[src/rtl/sort_feeder.sv]
// Input FIFO feeding an odd/even sorter: buffers upstream words and issues
// them one per cycle as a registered num/enable strobe under start/stop control.
module sort_feeder #(
  parameter int WIDTH = 32,
  parameter int DEPTH = 4
) (
  input  logic             clk,
  input  logic             reset,
  input  logic             start,
  input  logic             stop,
  input  logic             in_valid,
  input  logic [WIDTH-1:0] in_data,
  output logic             in_ready,
  output logic [WIDTH-1:0] num,
  output logic             enable,
  output logic             busy,
  output logic [15:0]      odd_cnt,
  output logic [15:0]      even_cnt
);

  localparam int PW = (DEPTH > 1) ? $clog2(DEPTH) : 1;
  localparam logic [PW:0] FULL_CNT = (PW+1)'(DEPTH);

  typedef enum logic [1:0] {
    ST_IDLE  = 2'd0,
    ST_RUN   = 2'd1,
    ST_DRAIN = 2'd2
  } state_e;

  state_e           state_r;
  state_e           state_nxt_s;
  logic [WIDTH-1:0] mem_r [DEPTH];
  logic [PW-1:0]    wr_ptr_r;
  logic [PW-1:0]    rd_ptr_r;
  logic [PW:0]      count_r;
  logic [WIDTH-1:0] num_r;
  logic             enable_r;
  logic [15:0]      odd_cnt_r;
  logic [15:0]      even_cnt_r;
  logic             in_ready_s;
  logic             push_s;
  logic             pop_s;
  logic [WIDTH-1:0] head_s;

  // Handshake and pop qualification, all from registered state.
  always_comb begin
    in_ready_s = (count_r != FULL_CNT) && (state_r != ST_DRAIN);
    push_s     = in_valid && in_ready_s;
    pop_s      = ((state_r == ST_RUN) || (state_r == ST_DRAIN)) && (count_r != '0);
    head_s     = mem_r[rd_ptr_r];
  end

  // Next-state logic; in DRAIN the pop of the last word returns to IDLE.
  always_comb begin
    state_nxt_s = state_r;
    case (state_r)
      ST_IDLE: begin
        if (start && !stop) state_nxt_s = ST_RUN;
        else                state_nxt_s = ST_IDLE;
      end
      ST_RUN: begin
        if (stop) state_nxt_s = ST_DRAIN;
        else      state_nxt_s = ST_RUN;
      end
      ST_DRAIN: begin
        if (count_r <= (PW+1)'(1)) state_nxt_s = ST_IDLE;
        else                       state_nxt_s = ST_DRAIN;
      end
      default: state_nxt_s = ST_IDLE;
    endcase
  end

  // State register.
  always_ff @(posedge clk or negedge reset) begin
    if (!reset) state_r <= ST_IDLE;
    else        state_r <= state_nxt_s;
  end

  // FIFO storage; contents are qualified by the occupancy counter, so no reset.
  always_ff @(posedge clk) begin
    if (push_s) mem_r[wr_ptr_r] <= in_data;
  end

  // Pointers and occupancy; power-of-two depth lets the pointers wrap naturally.
  always_ff @(posedge clk or negedge reset) begin
    if (!reset) begin
      wr_ptr_r <= '0;
      rd_ptr_r <= '0;
      count_r  <= '0;
    end else begin
      if (push_s) wr_ptr_r <= wr_ptr_r + PW'(1);
      if (pop_s)  rd_ptr_r <= rd_ptr_r + PW'(1);
      case ({push_s, pop_s})
        2'b10:   count_r <= count_r + (PW+1)'(1);
        2'b01:   count_r <= count_r - (PW+1)'(1);
        default: count_r <= count_r;
      endcase
    end
  end

  // Issue register and saturating parity counters.
  always_ff @(posedge clk or negedge reset) begin
    if (!reset) begin
      num_r      <= '0;
      enable_r   <= 1'b0;
      odd_cnt_r  <= 16'd0;
      even_cnt_r <= 16'd0;
    end else begin
      enable_r <= pop_s;
      if (pop_s) begin
        num_r <= head_s;
        if (head_s[0]) begin
          if (odd_cnt_r != 16'hFFFF) odd_cnt_r <= odd_cnt_r + 16'd1;
        end else begin
          if (even_cnt_r != 16'hFFFF) even_cnt_r <= even_cnt_r + 16'd1;
        end
      end
    end
  end

  assign in_ready = in_ready_s;
  assign num      = num_r;
  assign enable   = enable_r;
  assign busy     = (state_r != ST_IDLE);
  assign odd_cnt  = odd_cnt_r;
  assign even_cnt = even_cnt_r;

endmodule

[config.mk]
export PLATFORM = sky130hd
export DESIGN_NAME = sort_feeder
export DESIGN_NICKNAME = d
export VERILOG_FILES = /design/src/rtl/sort_feeder.sv
export SDC_FILE = /design/constraint.sdc
export NUM_CORES = 1
export LEC_CHECK = 0
export ABC_AREA = 1
export CAP_MARGIN = 5
export CORE_UTILIZATION = 55
export CTS_CLUSTER_DIAMETER = 200
export DETAILED_ROUTE_END_ITERATION = 10
export PLACE_DENSITY_LB_ADDON = 0.3
export SLEW_MARGIN = 30
export SYNTH_ARGS = -nofsm -noshare
export SYNTH_HDL_FRONTEND = slang
export SYNTH_SLANG_ARGS = --single-unit
export TNS_END_PERCENT = 30
[constraint.sdc]
create_clock -name clk -period 3.28 [get_ports clk]
set_input_delay 0.656 -clock clk [delete_from_list [all_inputs] [get_ports clk]]
set_output_delay 0.656 -clock clk [all_outputs]
set_load 0.02 [all_outputs]
==> flow_summary_export.csv <==
group,metric,value,unit
setup_path,path_class,"reg -> out",
logic_synthesis,yosysTopAreaCellShare,44.6,%
timing,fmax,370,MHz
clock_network,clkTransAtPathRegs,0.06,ns
setup_path,r2r_slack,0.90,ns
finish,fill_cells,1121,
finish,instances_no_fill,1141,
die,start_util,56.5,%
global_routing,grt_pass1_vias,5709,
logic_synthesis,synth_top_area_cell,"edfxtp_1",
logic_synthesis,yosys-top-cells-area,"edfxtp_1 45%, dfrtp_1 21%, nor2_1 8.2%, nand2_1 6.5%, o21ai_0 4.8%",
logic_synthesis,synthAdderAreaFrac,2.18,%
logic_synthesis,synth_area_per_cell,10.6,µm²
detailed_routing,first_pass_iters,5,
clock_network,clockBufferDepth,3,
power,ir_drop,0.000509,V
global_routing,antenna_found_initial,0,
timing,fin_ws,0.574,ns
setup_path,cpPeakStageDelay,0.64,ns
timing,finalSetupViolCount,0,
place,place_congestion,0.830,
timing,final.period_utilization,82.5,%
logic_synthesis,ys_top_cells_by_count,"188 x nor2_1, 150 x nand2_1, 128 x edfxtp_1",
clock_network,clock-sinks,202,
timing,min_period,2.71,ns
outcome,status,"finished clean",
finish,area_growth,22.0,%
min_path,hold_class,"in -> async",
timing,finalHoldViolCount,0,
finish,design_area,10500,µm²
logic_synthesis,syn_inst,812,
setup_path,crit_required,2.62,ns
clock_network,post-cts-setup-buffer-count,0,
logic_synthesis,synth_top_family_by_area,"simple AND/OR/NAND/NOR gates",
logic_synthesis,synthMuxAreaShare,0,%
finish,layout-drive-gt1-share,7.63,%
power,p_per_area,874,nW/µm²
setup_path,r2r.worst_path.cells,6,
place,hpwl,10.5,mm
die,ios,104,
logic_synthesis,synth_edf_count,128,
timing,worst_slew_pin_slew,0.699,ns
setup_path,r2r-end,"mem_r[3][7]",
logic_synthesis,synth_nets,864,
timing,whs,0.191,ns
global_routing,grt_start_max_net_pins,75,
place,dpl.cell_count,1102,
die,die_x,127,µm
clock_network,cts_tree,"yes",
die,die-area,16200,µm²
setup_path,end_kind,"output port",
setup_path,crit_family,"buffers and inverters",
detailed_routing,wire_per_inst,14.8,µm
clock_network,hold_buffers,0,
clock_network,clock_latency,0.51,ns
setup_path,start_kind,"flip-flop",
timing,setup-tns-final,0,ns
die,die_height,127,µm
clock_network,cts_root_buf,"clkbuf_16",
logic_synthesis,syn_area,8620,µm²
place,portBuffers,103,
place,dp_slack,0.690,ns
logic_synthesis,ys.flop_type,"edfxtp_1",
logic_synthesis,synth_compound_area_share,7.76,%
die,num_rows,45,
place,placed_area,9830,µm²
setup_path,path_buf_inv,2,
setup_path,r2r_start,"count_r[0]",
setup_path,crit_chain,"inv_1, ha_1, a21oi_1, clkdlybuf4s50_1",
setup_path,slowest_stage,"clkdlybuf4s50_1",
flow_run,max_cap_violations,0,
logic_synthesis,synth_cell_type_count,29,
timing,rsz0062_at_grt,"false",
setup_path,arrival,2.05,ns
timing,finClkSkew,0.0195,ns
detailed_routing,totalWireLength,16.9,mm
detailed_routing,vias_per_cell,5.18,
logic_synthesis,synth_xor_area_share,1.73,%
timing,drv_slew,0,
die,core,15300,µm²
finish,n_antenna_cell,0,
logic_synthesis,synth_warnings,0,
clock_network,cts_made_buffers,22,
setup_path,critPathMaxFanout,4,
logic_synthesis,synthSimpleGateAreaFrac,18.1,%
logic_synthesis,synth.most_common_cell,"nor2_1",
global_routing,grt_first_pass_wirelength,27.6,mm
detailed_routing,num_vias,5910,
global_routing,grt.total_usage,21.6,%
logic_synthesis,ys_seq_elements,202,
clock_network,ctsResizeCount,0,
detailed_routing,drt-initial-drc-count,374,
logic_synthesis,ys_seq_area_share,66.0,%
global_routing,grt-ovfl-total,0,
detailed_routing,route.detailed.drc,0,
detailed_routing,ant_nets,0,
power,p_leak,4.08,nW
timing,slew_headroom,53.4,%
logic_synthesis,async_flop_share,36.6,%
clock_network,htree_num_levels,1,
finish,fin_nets,967,
[metal layers]
metal	GRT usage (%)	wire length, µm	share of wire (%)
met5	0	0	0
met4	5.25	215	1.3
met3	3.31	765	4.5
met2	37.8	8540	50
met1	28.4	7410	44
[report_power, final]
group / total, mW / switching (mW) / internal [mW] / leakage [nW]
registers: 3.74 / 0.358 / 3.38 / 2.08
clock network: 2.32 / 0.965 / 1.35 / 0.333
logic: 3.14 / 1.96 / 1.18 / 1.67
total: 9.19 / 3.28 / 5.91 / 4.08
[sequential cells by signal, summed over array words and instances, names as in the netlist]
| register | flops |
|---|---|
| count_r | 3 |
| num | 32 |
| state_r | 2 |
| odd_cnt | 16 |
| enable | 1 |
| mem_r | 128 |
| wr_ptr_r | 2 |
| rd_ptr_r | 2 |
| even_cnt | 16 |
[metrics by stage]
stage	power, mW	utilization [%]
4_1_cts	9.28	68.9
5_1_grt	9.74	68.9
6_report	9.19	68.9
3_3_place_gp	6.85	64.4
3_5_place_dp	6.93	64.4
2_1_floorplan	5.83	-
[worst register-to-register path, cell delays in order, from the launching register on]
cell	delay, ns
dfrtp_1	0.40
inv_1	0.09
ha_1	0.21
a21oi_1	0.21
nand2_1	0.36
nor2_4	0.57
buf_12	0.25
[cell usage in the layout, fill, tap and decap left out, drive strengths merged]
cell type,Yosys,final
or3,1,1
clkinv,1,7
buf,23,11
clkbuf,11,31
bufinv,0,1
nand3b,2,2
nand2,155,155
a21oi,5,5
nand4,6,6
ha,15,15
nand3,18,18
inv,41,42
nor2,196,196
dfrtp,74,74
a31oi,31,31
o21ai,87,87
clkdlybuf4s50,0,102
xnor2,6,6
nor3,1,1
edfxtp,128,128
xor2,11,11
[worst max path at each step]
stage,to,startpoint,cells past startpoint
2_1_floorplan,mem_r[0][0],count_r[0],5
3_3_place_gp,mem_r[3][12],in_valid,4
3_5_place_dp,mem_r[3][11],in_valid,4
4_1_cts,in_ready,count_r[0],4
5_1_grt,in_ready,count_r[0],4
6_report,in_ready,count_r[0],4
[area by class of cell]
cell class / count / area (µm²) / area share, %
clock buffers: 31 / 594 / 5.65
clock inverters: 8 / 91.3 / 0.868
inverters: 42 / 158 / 1.50
multi-input cells: 534 / 2590 / 24.7
flip-flops and latches: 202 / 5700 / 54.2
well taps: 211 / 264 / 2.51
repair buffers: 113 / 1120 / 10.6
[kinds of logic after synthesis]
group	Yosys count
buf+inv	76
flops	202
xor+xnor	17
simple gates	379
fa+ha+maj	15
compound gates	123
Note: power is estimated with default switching activity, not from simulation.
